`config.mk`:
```
export PLATFORM = sky130hd
export DESIGN_NAME = tlb_op_unit
export DESIGN_NICKNAME = d
export VERILOG_FILES = /design/src/rtl/tlb_op_unit_pkg.sv /design/src/rtl/tlb_random_reg.sv /design/src/rtl/tlb_op_unit.sv
export SDC_FILE = /design/constraint.sdc
export NUM_CORES = 1
export LEC_CHECK = 0
export ABC_AREA = 1
export CAP_MARGIN = 20
export CORE_AREA = 2 2 193 195
export DETAILED_ROUTE_END_ITERATION = 10
export DIE_AREA = 0 0 195 197
export GPL_TIMING_DRIVEN = 0
export PLACE_DENSITY = 0.55
export SLEW_MARGIN = 20
export SYNTH_ARGS = -nofsm -noshare
export SYNTH_HDL_FRONTEND = slang
export SYNTH_SLANG_ARGS = --single-unit
```
`constraint.sdc`:
```
create_clock -name clk_i -period 8.64 [get_ports clk_i]
set_input_delay 1.728 -clock clk_i [delete_from_list [all_inputs] [get_ports clk_i]]
set_output_delay 1.728 -clock clk_i [all_outputs]
set_load 0.05 [all_outputs]
```
`src/rtl/tlb_op_unit_pkg.sv`:
```
// Shared TLB types for the TLB op sequencer and CP0: entry layout, write port,
// op encoding and the CP0 <-> entry conversion helpers.
package tlb_op_unit_pkg;

   localparam int unsigned TLB_ENTRIES = 16;
   localparam int unsigned TLB_BIT     = $clog2(TLB_ENTRIES);

   typedef logic [TLB_BIT-1:0] tlb_addr_t;

   localparam tlb_addr_t TLB_LAST = tlb_addr_t'(TLB_ENTRIES - 1);

   typedef enum logic [1:0] {
      OP_TLBP  = 2'd0,
      OP_TLBR  = 2'd1,
      OP_TLBWI = 2'd2,
      OP_TLBWR = 2'd3
   } tlb_op_t;

   typedef struct packed {
      logic [19:0] pfn;
      logic [2:0]  c;
      logic        d;
      logic        v;
   } tlb_page_t;

   typedef struct packed {
      logic [18:0] vpn2;
      logic [7:0]  asid;
      logic        g;
      tlb_page_t   p0;
      tlb_page_t   p1;
   } tlb_entry_t;

   typedef struct packed {
      logic       valid;
      tlb_addr_t  addr;
      tlb_entry_t data;
   } tlbwrite_t;

   typedef struct packed {
      logic [31:0] entryhi;
      logic [31:0] entrylo0;
      logic [31:0] entrylo1;
   } cp0_tlb_regs_t;

   // Global bit is only set when both pages are global.
   function automatic tlb_entry_t pack_entry(input logic [31:0] hi,
                                             input logic [31:0] lo0,
                                             input logic [31:0] lo1);
      tlb_entry_t e;
      logic       unused_f;
      unused_f  = ^{hi[12:8], lo0[31:26], lo1[31:26]};
      e.vpn2    = hi[31:13];
      e.asid    = hi[7:0];
      e.g       = lo0[0] & lo1[0];
      e.p0.pfn  = lo0[25:6];
      e.p0.c    = lo0[5:3];
      e.p0.d    = lo0[2];
      e.p0.v    = lo0[1];
      e.p1.pfn  = lo1[25:6];
      e.p1.c    = lo1[5:3];
      e.p1.d    = lo1[2];
      e.p1.v    = lo1[1];
      return e;
   endfunction

   function automatic cp0_tlb_regs_t unpack_entry(input tlb_entry_t e);
      cp0_tlb_regs_t r;
      r.entryhi  = {e.vpn2, 5'b0, e.asid};
      r.entrylo0 = {6'b0, e.p0.pfn, e.p0.c, e.p0.d, e.p0.v, e.g};
      r.entrylo1 = {6'b0, e.p1.pfn, e.p1.c, e.p1.d, e.p1.v, e.g};
      return r;
   endfunction

endpackage

```
`src/rtl/tlb_random_reg.sv`:
```
// CP0 Random register: free-running down-counter that wraps to the top entry
// when it reaches Wired, and reloads on any Wired write.
module tlb_random_reg
   import tlb_op_unit_pkg::*;
(
   input  logic      clk_i,
   input  logic      reset_i,
   input  tlb_addr_t wired_i,
   input  logic      wired_we_i,
   output tlb_addr_t random_o
);

   tlb_addr_t random_q, random_d;

   always_comb begin
      random_d = random_q - tlb_addr_t'(1);
      if (wired_we_i || (wired_i >= TLB_LAST) || (random_q == wired_i)) begin
         random_d = TLB_LAST;
      end
   end

   always_ff @(posedge clk_i or posedge reset_i) begin
      if (reset_i) random_q <= TLB_LAST;
      else         random_q <= random_d;
   end

   assign random_o = random_q;

endmodule

```
`src/rtl/tlb_op_unit.sv`:
```
// Sequencer for TLBP/TLBR/TLBWI/TLBWR: latches operands at accept, drives the
// TLB write/read/probe ports and returns results to CP0 with a done pulse.
module tlb_op_unit
   import tlb_op_unit_pkg::*;
(
   input  logic        clk_i,
   input  logic        reset_i,
   input  logic        op_valid_i,
   input  logic [1:0]  op_type_i,
   output logic        op_ready_o,
   input  logic        flush_i,
   input  logic [31:0] cp0_index_i,
   input  logic [31:0] cp0_entryhi_i,
   input  logic [31:0] cp0_entrylo0_i,
   input  logic [31:0] cp0_entrylo1_i,
   input  tlb_addr_t   wired_i,
   input  logic        wired_we_i,
   output tlbwrite_t   tlbw_o,
   output tlb_addr_t   tlbra_o,
   input  tlb_entry_t  tlbrd_i,
   output logic [31:0] probe_entryhi_o,
   input  logic [31:0] probe_index_i,
   output logic        done_o,
   output logic        index_we_o,
   output logic [31:0] index_out_o,
   output logic        rd_we_o,
   output logic [31:0] rd_entryhi_o,
   output logic [31:0] rd_entrylo0_o,
   output logic [31:0] rd_entrylo1_o,
   output tlb_addr_t   random_o
);

   typedef enum logic [2:0] {
      S_IDLE, S_PROBE1, S_PROBE2, S_READ, S_WRITE, S_DONE
   } state_t;

   state_t        state_q, state_d;
   tlb_op_t       op_q, op_d;
   tlb_addr_t     addr_q, addr_d;
   logic [31:0]   entryhi_q, entryhi_d;
   tlb_entry_t    wdata_q, wdata_d;
   logic [31:0]   index_out_q, index_out_d;
   cp0_tlb_regs_t rd_q, rd_d;
   logic          wvalid_q, wvalid_d;
   logic          op_ready_q, op_ready_d;
   logic          done_q, done_d;
   logic          index_we_q, index_we_d;
   logic          rd_we_q, rd_we_d;
   tlb_addr_t     random;
   logic          unused_bits;

   assign unused_bits = ^{cp0_index_i[31:TLB_BIT], probe_index_i[30:TLB_BIT]};

   tlb_random_reg u_random (
      .clk_i      (clk_i),
      .reset_i    (reset_i),
      .wired_i    (wired_i),
      .wired_we_i (wired_we_i),
      .random_o   (random)
   );

   // Flush only cancels ops that have not yet touched the TLB or CP0.
   always_comb begin
      state_d     = state_q;
      op_d        = op_q;
      addr_d      = addr_q;
      entryhi_d   = entryhi_q;
      wdata_d     = wdata_q;
      index_out_d = index_out_q;
      rd_d        = rd_q;
      unique case (state_q)
         S_IDLE: begin
            if (op_valid_i && !flush_i) begin
               op_d      = tlb_op_t'(op_type_i);
               entryhi_d = cp0_entryhi_i;
               wdata_d   = pack_entry(cp0_entryhi_i, cp0_entrylo0_i, cp0_entrylo1_i);
               addr_d    = (op_d == OP_TLBWR) ? random : cp0_index_i[TLB_BIT-1:0];
               unique case (op_d)
                  OP_TLBP: state_d = S_PROBE1;
                  OP_TLBR: state_d = S_READ;
                  default: state_d = S_WRITE;
               endcase
            end
         end
         S_PROBE1: state_d = flush_i ? S_IDLE : S_PROBE2;
         S_PROBE2: begin
            if (flush_i) begin
               state_d = S_IDLE;
            end else begin
               index_out_d = probe_index_i[31] ? 32'h8000_0000
                                               : 32'(probe_index_i[TLB_BIT-1:0]);
               state_d     = S_DONE;
            end
         end
         S_READ: begin
            if (flush_i) begin
               state_d = S_IDLE;
            end else begin
               rd_d    = unpack_entry(tlbrd_i);
               state_d = S_DONE;
            end
         end
         S_WRITE: state_d = S_DONE;
         S_DONE:  state_d = S_IDLE;
         default: state_d = S_IDLE;
      endcase
      op_ready_d = (state_d == S_IDLE);
      wvalid_d   = (state_d == S_WRITE);
      done_d     = (state_d == S_DONE);
      index_we_d = done_d && (op_d == OP_TLBP);
      rd_we_d    = done_d && (op_d == OP_TLBR);
   end

   always_ff @(posedge clk_i or posedge reset_i) begin
      if (reset_i) begin
         state_q     <= S_IDLE;
         op_q        <= OP_TLBP;
         addr_q      <= '0;
         entryhi_q   <= '0;
         wdata_q     <= '0;
         index_out_q <= '0;
         rd_q        <= '0;
         wvalid_q    <= 1'b0;
         op_ready_q  <= 1'b1;
         done_q      <= 1'b0;
         index_we_q  <= 1'b0;
         rd_we_q     <= 1'b0;
      end else begin
         state_q     <= state_d;
         op_q        <= op_d;
         addr_q      <= addr_d;
         entryhi_q   <= entryhi_d;
         wdata_q     <= wdata_d;
         index_out_q <= index_out_d;
         rd_q        <= rd_d;
         wvalid_q    <= wvalid_d;
         op_ready_q  <= op_ready_d;
         done_q      <= done_d;
         index_we_q  <= index_we_d;
         rd_we_q     <= rd_we_d;
      end
   end

   assign tlbw_o          = '{valid: wvalid_q, addr: addr_q, data: wdata_q};
   assign tlbra_o         = addr_q;
   assign probe_entryhi_o = entryhi_q;
   assign op_ready_o      = op_ready_q;
   assign done_o          = done_q;
   assign index_we_o      = index_we_q;
   assign index_out_o     = index_out_q;
   assign rd_we_o         = rd_we_q;
   assign rd_entryhi_o    = rd_q.entryhi;
   assign rd_entrylo0_o   = rd_q.entrylo0;
   assign rd_entrylo1_o   = rd_q.entrylo1;
   assign random_o        = random;

endmodule

```
# Yosys cells after proc, flatten, opt, wreduce, memory -nomap -nowiden

Index checks and enable logic that the tools add are counted.

Register bits: 239
Input port bits: 249
Word-level logic and storage cells: 63
Output and inout bits: 255

Magnitude comparators: 1
Bitwise operators: 2
Equality and inequality tests: 10
Multiplexer cells: 10
Add/subtract/negate cells: 1
Reduce and logical (&&, ||, !) cells: 14

Operators with widths:

| operator              | number |
|---|---|
| $mux W32              | 1 |
| $pmux W3 S4           | 1 |
| $eq A3 B3 Y1 const B  | 3 |
| $mux W4               | 2 |
| $eq A3 B2 Y1 const B  | 2 |
| $logic_not A3 Y1      | 2 |
| $mux W2               | 3 |
| $mux W3               | 2 |
| $pmux W3 S2           | 1 |
| $reduce_and A2 Y1     | 3 |
| $eq A2 B1 Y1 const B  | 2 |
| $eq A4 B4 Y1          | 1 |
| $ge A4 B4 Y1 const B  | 1 |
| $logic_not A2 Y1      | 2 |
| $sub A4 B1 Y4 const B | 1 |
| $eq A3 B1 Y1 const B  | 1 |
| $logic_and A1 B1 Y1   | 3 |
| $eq A2 B2 Y1 const B  | 1 |
| $logic_or A1 B1 Y1    | 2 |
| $reduce_or A2 Y1      | 1 |
| $and A1 B1 Y1         | 1 |
| $logic_not A1 Y1      | 1 |
| $not A1 Y1            | 1 |

# Logic depth before layout (Yosys ltp)

Gate-level depths: netlist (run 1).

Word-level depth: 6
Gate-level depth with buffers: 9

# Modules after synthesis

A second synthesis (run 1) with hierarchy kept.

Cell total of the unflattened synthesis: 889
Area, all modules: 7,812.5 µm²

Modules (own cells, without submodules):

| module         | cells each | sequential area each (µm²) | instances | area each (µm²) |
|---|---|---|---|---|
| tlb_op_unit    | 848        | 4,505.6                    | 1         | 7,537.2 |
| tlb_random_reg | 41         | 105.1                      | 1         | 275.3 |

# Least setup slack after synthesis (run 1)

Ideal clock, no wire load.

Path type: flip-flop to output port
Start point: register addr_q[0], in the netlist tlbra_o[0]
End point: output port tlbw_o[78] (netlist name)
Arrival time: 0.904 ns
Cell stages (with the launch flop): 2
Data required time: 6.912 ns
Buffers on the path: 1
Setup slack: 6.008 ns
Path through: dfrtp_1 buf_4

RTL lines:

| item                     | RTL line           | text |
|---|---|---|
| start: declaration       | tlb_op_unit.sv:39  | `tlb_addr_t addr_q, addr_d;` |
| start signal: assignment | tlb_op_unit.sv:131 | `addr_q <= addr_d;` |
| end: declaration         | tlb_op_unit.sv:18  | `output tlbwrite_t tlbw_o,` |

No word-level cell between the ends.

# Worst setup path in the final report (run 1)

Start point: register u_random.random_q[1], in the netlist u_random.random_o[1]
End point: output port random_o[1]

RTL lines:

| item                     | RTL line             | text |
|---|---|---|
| start: declaration       | tlb_random_reg.sv:13 | `tlb_addr_t random_q, random_d;` |
| start signal: assignment | tlb_random_reg.sv:24 | `else random_q <= random_d;` |
| end: declaration         | tlb_op_unit.sv:30    | `output tlb_addr_t random_o` |

No word-level cell between the ends.

==> results of run 1 <==
[registers in the layout (all words and copies together), names as in the netlist, 4 cells and up]
| signal | count |
|---|---|
| tlbw_o | 51 |
| probe_entryhi_o | 32 |
| rd_entryhi_o | 27 |
| rd_entrylo1_o | 26 |
| rd_entrylo0_o | 25 |
| index_out_o | 5 |
| tlbra_o | 4 |
| u_random.random_o | 4 |
[worst min-delay path by stage]
| stage | startpoint | endpoint | slack [ns] | cells past startpoint |
|---|---|---|---|---|
| after floorplan | op_q[0]$_DFF_PP0_ | op_q[0]$_DFF_PP0_ | 0.47 | 2 |
| after global placement | rd_entrylo0_o[1]$_DFFE_PP0P_ | rd_entrylo0_o[1]$_DFFE_PP0P_ | 0.45 | 2 |
| after detailed placement | rd_entrylo1_o[23]$_DFFE_PP0P_ | rd_entrylo1_o[23]$_DFFE_PP0P_ | 0.46 | 2 |
| after CTS | rd_entrylo1_o[24]$_DFFE_PP0P_ | rd_entrylo1_o[24]$_DFFE_PP0P_ | 0.47 | 2 |
| after global routing | rd_entrylo1_o[6]$_DFFE_PP0P_ | rd_entrylo1_o[6]$_DFFE_PP0P_ | 0.49 | 2 |
| final | rd_entrylo0_o[24]$_DFFE_PP0P_ | rd_entrylo0_o[24]$_DFFE_PP0P_ | 0.47 | 2 |
[cell usage after synthesis (all sizes together)]
library cell,instances
ha,1
inv,18
o21ai,5
a31oi,5
conb,1
xnor2,6
nand2,434
clkbuf,19
nor3,1
nor2,13
dfstp,5
buf,104
nand3,96
a21oi,3
nand4,1
dfrtp,179
[metal layers]
metal	up-vias	global-route usage, %
li1	3544	-
met1	3372	16.8
met2	322	25.0
met3	27	5.53
met4	2	4.98
met5	-	0
[layout make-up]
class | instances | area (um2) | share of cell area, %
Sequential cell | 184 | 4610 | 35.1
Timing Repair Buffer | 392 | 3960 | 30.2
Inverter | 18 | 75.1 | 0.572
Buffer | 123 | 825 | 6.28
Tap cell | 468 | 586 | 4.46
Multi-Input combinational cell | 609 | 2480 | 18.9
Clock inverter | 6 | 114 | 0.867
Clock buffer | 26 | 479 | 3.65
[where the power goes]
part / total [uW] / internal, uW / switching, uW
combinational: 3300 / 1080 / 2220
sequential: 1470 / 1230 / 239
clock: 817 / 473 / 344
total: 5590 / 2780 / 2810
[metrics by stage]
| stage | hold WS [ns] | total power [uW] | area (um2) |
|---|---|---|---|
| floorplan | 0.469 | 3610 | 7980 |
| global placement | 0.453 | 4800 | 12500 |
| detailed placement | 0.458 | 4820 | 12500 |
| CTS | 0.474 | 5670 | 13100 |
| global route | 0.492 | 5880 | 13100 |
| finish | 0.468 | 5590 | 13100 |
[cell families (layout without fill, tap and decap cells)]
| logic type | count (synthesis) | count (layout) |
|---|---|---|
| adder cells (fa/ha/maj) | 1 | 1 |
| buffers and inverters | 141 | 565 |
| AND/OR/NAND/NOR | 545 | 545 |
| flip-flops | 184 | 184 |
| XOR/XNOR | 6 | 6 |
| AO/OA/AOI/OAI | 13 | 13 |
| other | 1 | 44 |
==> out/metrics.cfg, run 1 <==
[clock_network]
cts-root-buf=clkbuf_16
insertion_delay_ns=0.44
cts_tree=yes
post_cts_resized=0
clk_pin_slew_ns=0.07
h-tree-depth=4
cts.sinks=184
numCtsBuffers=17
postCtsHoldBufs=0
cts.path.max_buffers=2
post-cts-setup-buffers=0

[global_route]
antenna_found_initial=1
grt_usage_pct=14.6
grt_max_degree=81
grt_overflow=0
grt_pass1_wl_um=42500
grt_pass1_vias=7218

[critical_path]
cp.depth=1
crit_arrival_ns=1.93
critPathRequiredTime_ns=6.91
cpLargestDelayFamily=buffers and inverters
path_class=register to output port
slowest_stage=clkdlybuf4s50_1
reg2reg_slack_ns=6.93
end_kind=output port
worstSetupStartpoint=u_random.random_o[1]$_DFF_PP1_
critPathCapture=random_o[1]
worst_setup_path_start_kind=register
cp_num_buf_inv=1
critPathMaxFanout=5
cp_cell_sequence=clkdlybuf4s50_1
reg2reg_from=state_q[0]$_DFF_PP0_
cpPeakStageDelay_ns=0.90
rr_worst_depth=4
r2r_end=rd_entrylo0_o[5]$_DFFE_PP0P_

[place]
post-place-cells=1794
port_buffers=390
dp.final_hpwl_um=21600
routabilityCongestion=0.820
dp_slack_ns=5.11

[timing]
skew_ns=0.00922
relSlewSlack_pct=55.3
post-route-min-period_ns=3.65
finalHoldViolCount=0
tightest_slew_ns=0.669
setup-tns-final_ns=0
fin_ws_ns=4.99
rsz0062_at_grt=no
drv_slew=0
fmax_mhz=274
setup_viol=0
fin_crit_sh_pct=42.3

[layout]
final_common_cell=nand2_1
final_cells=1826
syn_to_final_growth_pct=67.8
final_util_pct=36.2
diodes=0
drive_gt1_share_pct=10.6
fill_cells=3786
nNetsFinal=1595
final_cell_mix=432 x nand2_1, 390 x clkdlybuf4s50_1, 179 x dfrtp_1

[die]
initial_utilization_pct=21.6
die_x_um=195
die_area_um2=38400
die_h_um=197
io_pins=504
core-area_um2=36300
rows=70

[logic_synthesis]
synth-xor-area-share_pct=0.672
ys_types=21
synth-compound-area-share_pct=0.912
synth_top_family_by_area=simple AND/OR/NAND/NOR gates
synth_area_leaders=dfrtp_1 57%, nand2_1 21%, buf_4 8.4%
yosys.area.top_type=dfrtp_1
synthSimpleGateAreaFrac_pct=27.9
yosysTopAreaCellShare_pct=57.3
synth-seq-cells=184
synthCells=891
muxShareOfSynthArea_pct=0
avgSynthCellArea_um2=8.78
ys_seq_area_share_pct=58.9
yosys_warnings=0
syn-cell-area_um2=7820
synthAdderAreaFrac_pct=0.160

[hold_path]
hold_class=register to register

[detailed_routing]
wire_per_inst_um=15.4
drt_iter0_drc=167
drt-met1-wl_um=11400
firstDrtPassIters=4
wl_met3_um=2630
vias_per_cell=3.98
dr_wl_met2_um=13500
drcViolationCount=0
drtAntennaViolNets=0
vias=7267
wl_um=28100
dr.max_layer_used=met5

[pwr]
powerDensity_nw_per_um2=426
leakage_uw=0.00646
peakVddDrop_uv=224

[job]
maxCapViolCount=0

[run_status]
status=finished clean

Power figures use the tool's default switching activity.
==> run 2, diff against run 1 <==
CORE_AREA = 2 2 199 201   (was 2 2 193 195)
DIE_AREA = 0 0 201 203   (was 0 0 195 197)
clock period = 3.3 ns   (was 8.64 ns; I/O delays follow)
==> run 2 against run 1 <==
  * Setup slack lost 4.3 ns
  * Clock power rose by 150%
  * First-iteration DRC count rose by 65%
  * Register-to-register slack worse by 5.4 ns
  * Total power grew to 2.6 times the previous value
  * Combinational power grew to 2.6 times the previous value
  * Routed wire length is 0.10% lower
  * Core utilization down 1.8 points
  * Largest cell class unchanged
  * Highest routed layer unchanged
==> out/metrics.cfg, run 2 (same netlist as run 1, synthesis figures left out) <==
[die]
initial_utilization_pct=20.3
die_x_um=201
die_h_um=203
io_pins=504
die_area_um2=40800
rows=72
core-area_um2=38500

[clock_network]
cts_tree=yes
cts.path.max_buffers=2
numCtsBuffers=17
cts-root-buf=clkbuf_16
insertion_delay_ns=0.44
postCtsHoldBufs=0
cts.sinks=184
clk_pin_slew_ns=0.07
post_cts_resized=0
h-tree-depth=4
post-cts-setup-buffers=0

[global_route]
grt_overflow=0
grt_usage_pct=13.5
grt_pass1_wl_um=41900
grt_max_degree=33
antenna_found_initial=1
grt_pass1_vias=6994

[place]
dp.final_hpwl_um=21700
port_buffers=390
dp_slack_ns=0.774
routabilityCongestion=0.873

[critical_path]
cpPeakStageDelay_ns=0.89
cp_num_buf_inv=1
cp_cell_sequence=clkdlybuf4s50_1
worst_setup_path_start_kind=register
critPathMaxFanout=4
critPathRequiredTime_ns=2.64
end_kind=output port
reg2reg_slack_ns=1.57
path_class=register to output port
slowest_stage=clkdlybuf4s50_1
cpLargestDelayFamily=buffers and inverters
crit_arrival_ns=1.92

[run_status]
status=finished clean

[layout]
largest_register_ff_count=51
syn_to_final_growth_pct=69.2
final_cell_mix=432 x nand2_1, 390 x clkdlybuf4s50_1, 179 x dfrtp_1
nNetsFinal=1599
diodes=0
final_common_cell=nand2_1
drive_gt1_share_pct=11.2

[timing]
post-route-min-period_ns=2.58
setup_viol=0
rsz0062_at_grt=no
finalHoldViolCount=0
fin_ws_ns=0.720
relSlewSlack_pct=55.7
drv_slew=0
skew_ns=0.00782
fmax_mhz=388
tightest_slew_ns=0.664
fin_crit_sh_pct=78.2

[detailed_routing]
firstDrtPassIters=4
drcViolationCount=0
vias=7155
wire_per_inst_um=14.9
wl_um=28100
vias_per_cell=3.81
drtAntennaViolNets=0
drt_iter0_drc=276

[pwr]
peakVddDrop_uv=624
leakage_uw=0.00649
powerDensity_nw_per_um2=1100
total_power_uw=14600

[hold_path]
hold_class=register to register

[job]
maxCapViolCount=0

-- run 2: changes by cell type in the layout (fill, tap and decap cells not counted), sizes merged --
cell,change
clkinv,+5
buf,+4
clkbuf,-3
bufinv,-2
-- run 2: final cells by class --
class / count / area (um2)
well taps: 518 / 648
clock buffers: 23 / 478
repair buffers: 396 / 4030
multi-input cells: 609 / 2480
inverters: 18 / 71.3
plain buffers: 123 / 825
flip-flops and latches: 184 / 4610
clock inverters: 9 / 91.3
fillers: 4014 / 25200
-- run 2: metal layers --
metal / global-route usage, % / wire, um
met3: 5.79 / 2750
met2: 22.6 / 13400
met1: 15.8 / 11600
met5: 0 / 13
met4: 3.47 / 328
-- run 2: final timing paths --
check / start / endpoint / cells after the start
max: u_random.random_o[3]$_DFF_PP1_ / random_o[3] / 1
min: rd_entryhi_o[5]$_DFFE_PP0P_ / rd_entryhi_o[5]$_DFFE_PP0P_ / 2
max reg2reg: state_q[1]$_DFF_PP0_ / tlbw_o[27]$_DFFE_PP0P_ / 7
min reg2reg: rd_entryhi_o[5]$_DFFE_PP0P_ / rd_entryhi_o[5]$_DFFE_PP0P_ / 2
max in group asynchronous: reset_i / rd_entrylo1_o[6]$_DFFE_PP0P_ / 5
min in group asynchronous: reset_i / probe_entryhi_o[15]$_DFFE_PP0P_ / 2
-- run 2: report_power, final --
group | switching [uW] | internal [uW]
Combinational | 5840 | 2830
Clock | 935 | 1110
Sequential | 616 | 3230
-- run 2: per-stage QoR --
step | cell area [um2] | util, % | hold slack (ns) | TNS, ns | instances
CTS | 13200 | 34.4 | 0.475 | 0 | 1880
global route | 13200 | 34.4 | 0.486 | 0 | 1880
global placement | 12500 | 32.6 | 0.453 | -270.99 | 1842
finish | 13200 | 34.4 | 0.470 | 0 | 1880
detailed placement | 12700 | 32.9 | 0.458 | 0 | 1848
floorplan | 7990 | - | 0.469 | 0 | 934
==> run 3, diff against run 2 <==
clock period = 2.37 ns   (was 3.3 ns; I/O delays follow)
==> run 3 against run 2 <==
  * Global-route usage about the same
  * Sequential share of layout area unchanged
  * First-iteration DRC count up 4.3%
  * Critical path type unchanged
  * Non-clock buffer count unchanged
  * Design area unchanged
==> out/metrics.cfg, run 3 (same netlist as run 1, synthesis figures left out) <==
[run_status]
status=finished clean

[hold_path]
hold_class=input pin to async pin

[detailed_routing]
vias=7146
dr.max_layer_used=met5
firstDrtPassIters=6
drtAntennaViolNets=0
vias_per_cell=3.80
drt_iter0_drc=288
drt-met1-wl_um=11600
wire_per_inst_um=14.9
wl_um=28100
drcViolationCount=0
dr_wl_met2_um=13400
wl_met3_um=2740

[timing]
relSlewSlack_pct=55.7
post-route-min-period_ns=2.27
rsz0062_at_grt=no
tightest_slew_ns=0.664
hold_ws_ns=0.468
fin_ws_ns=0.105
fmax_mhz=441
finalHoldViolCount=0
fin_crit_sh_pct=95.6
drv_slew=0
skew_ns=0.00966
setup_viol=0

[layout]
final_cell_area_um2=13200
largest_register_ff_count=51
final_cell_mix=432 x nand2_1, 384 x clkdlybuf4s50_1, 179 x dfrtp_1
final_common_cell=nand2_1
drive_gt1_share_pct=11.2
diodes=0
syn_to_final_growth_pct=69.2
nNetsFinal=1599
fill_cells=4015

[job]
maxCapViolCount=0

[pwr]
leakage_uw=0.00650
switching_power_uw=10300
power.internal_uw=9970
switching_share_pct=50.8
powerDensity_nw_per_um2=1530
seq_power_share_pct=26.4
peakVddDrop_uv=869
combPwrFrac_pct=59.5
clkPwrFrac_pct=14.1

[place]
port_buffers=390
placed_area_um2=12700
dp_slack_ns=0.0296
dp.final_hpwl_um=21700
routabilityCongestion=0.873

[critical_path]
cp_cell_sequence=buf_4 > clkdlybuf4s50_1
slowest_stage=clkdlybuf4s50_1
critPathMaxFanout=3
cp_num_buf_inv=2
cpLargestDelayFamily=buffers and inverters
path_class=register to output port
critPathRequiredTime_ns=1.90
end_kind=output port
worst_setup_path_start_kind=register
crit_arrival_ns=1.79
cpPeakStageDelay_ns=0.79

[die]
io_pins=504
die_area_um2=40800
die_x_um=201
initial_utilization_pct=20.3
rows=72
core-area_um2=38500
die_h_um=203

[clock_network]
insertion_delay_ns=0.44
clk_pin_slew_ns=0.07
cts_tree=yes
numCtsBuffers=17
cts-root-buf=clkbuf_16
h-tree-depth=4
cts.sinks=184
cts.path.max_buffers=2
post-cts-setup-buffers=0

[global_route]
grt_overflow=0
grt_max_degree=33
grt_usage_pct=13.5
grt_pass1_wl_um=41900
antenna_found_initial=1
grt_pass1_vias=6994

run 3: changes by cell type in the layout (fill, tap and decap cells not counted):
cell,before,now
dlymetal6s2s_1,0,2
clkdlybuf4s50_1,390,384
dlygate4sd2_1,0,4
run 3: worst paths after layout:
kind / startpoint / to / slack, ns / cells past startpoint
max: tlbra_o[1]$_DFFE_PP0P_ / tlbw_o[79] / 0.10 / 2
min: reset_i / probe_entryhi_o[15]$_DFFE_PP0P_ / 0.47 / 2
max reg2reg: state_q[1]$_DFF_PP0_ / rd_entrylo1_o[15]$_DFFE_PP0P_ / 0.64 / 8
min reg2reg: rd_entryhi_o[5]$_DFFE_PP0P_ / rd_entryhi_o[5]$_DFFE_PP0P_ / 0.47 / 2
max in group asynchronous: reset_i / rd_entrylo1_o[6]$_DFFE_PP0P_ / 0.93 / 5
min in group clk_i: op_type_i[1] / tlbra_o[3]$_DFFE_PP0P_ / 0.47 / 3
run 3: what timing repair did:
item,in CTS,in global routing
hold buffers,0,0
resized for setup,4,2
setup endpoints to repair,4,2
endpoints found under the hold margin,0,0
gates cloned,0,0
run 3: power groups by stage:
stage	clock network, uW	registers, uW	logic (uW)
2_1_floorplan	0	9900	3250
3_3_place_gp	0	5380	12100
3_5_place_dp	0	5400	12200
4_1_cts	2980	5380	12200
5_1_grt	3110	5530	12600
6_report	2850	5350	12100
run 3: through the flow:
step | std cells | util [%] | TNS [ns] | power (uW)
finish | 1880 | 34.4 | 0 | 20300
global route | 1880 | 34.4 | 0 | 21300
CTS | 1880 | 34.4 | 0 | 20600
detailed placement | 1848 | 32.9 | 0 | 17600
global placement | 1842 | 32.6 | -407.88 | 17500
floorplan | 934 | - | -83.14 | 13200
run 3: area by class of cell:
class                   instances  area [um2]  area share (%)
well taps                     518         648            4.90
flip-flops and latches        184        4610            34.8
clock inverters                 9        91.3           0.690
clock buffers                  23         478            3.61
repair buffers                396        4030            30.5
inverters                      18        71.3           0.539
plain buffers                 123         825            6.23
multi-input cells             609        2480            18.7
run 3: metal layers:
layer | up-vias | track usage (%)
met4 | 2 | 3.47
met2 | 290 | 22.6
met1 | 3274 | 15.8
met5 | - | 0
met3 | 22 | 5.79
li1 | 3558 | -
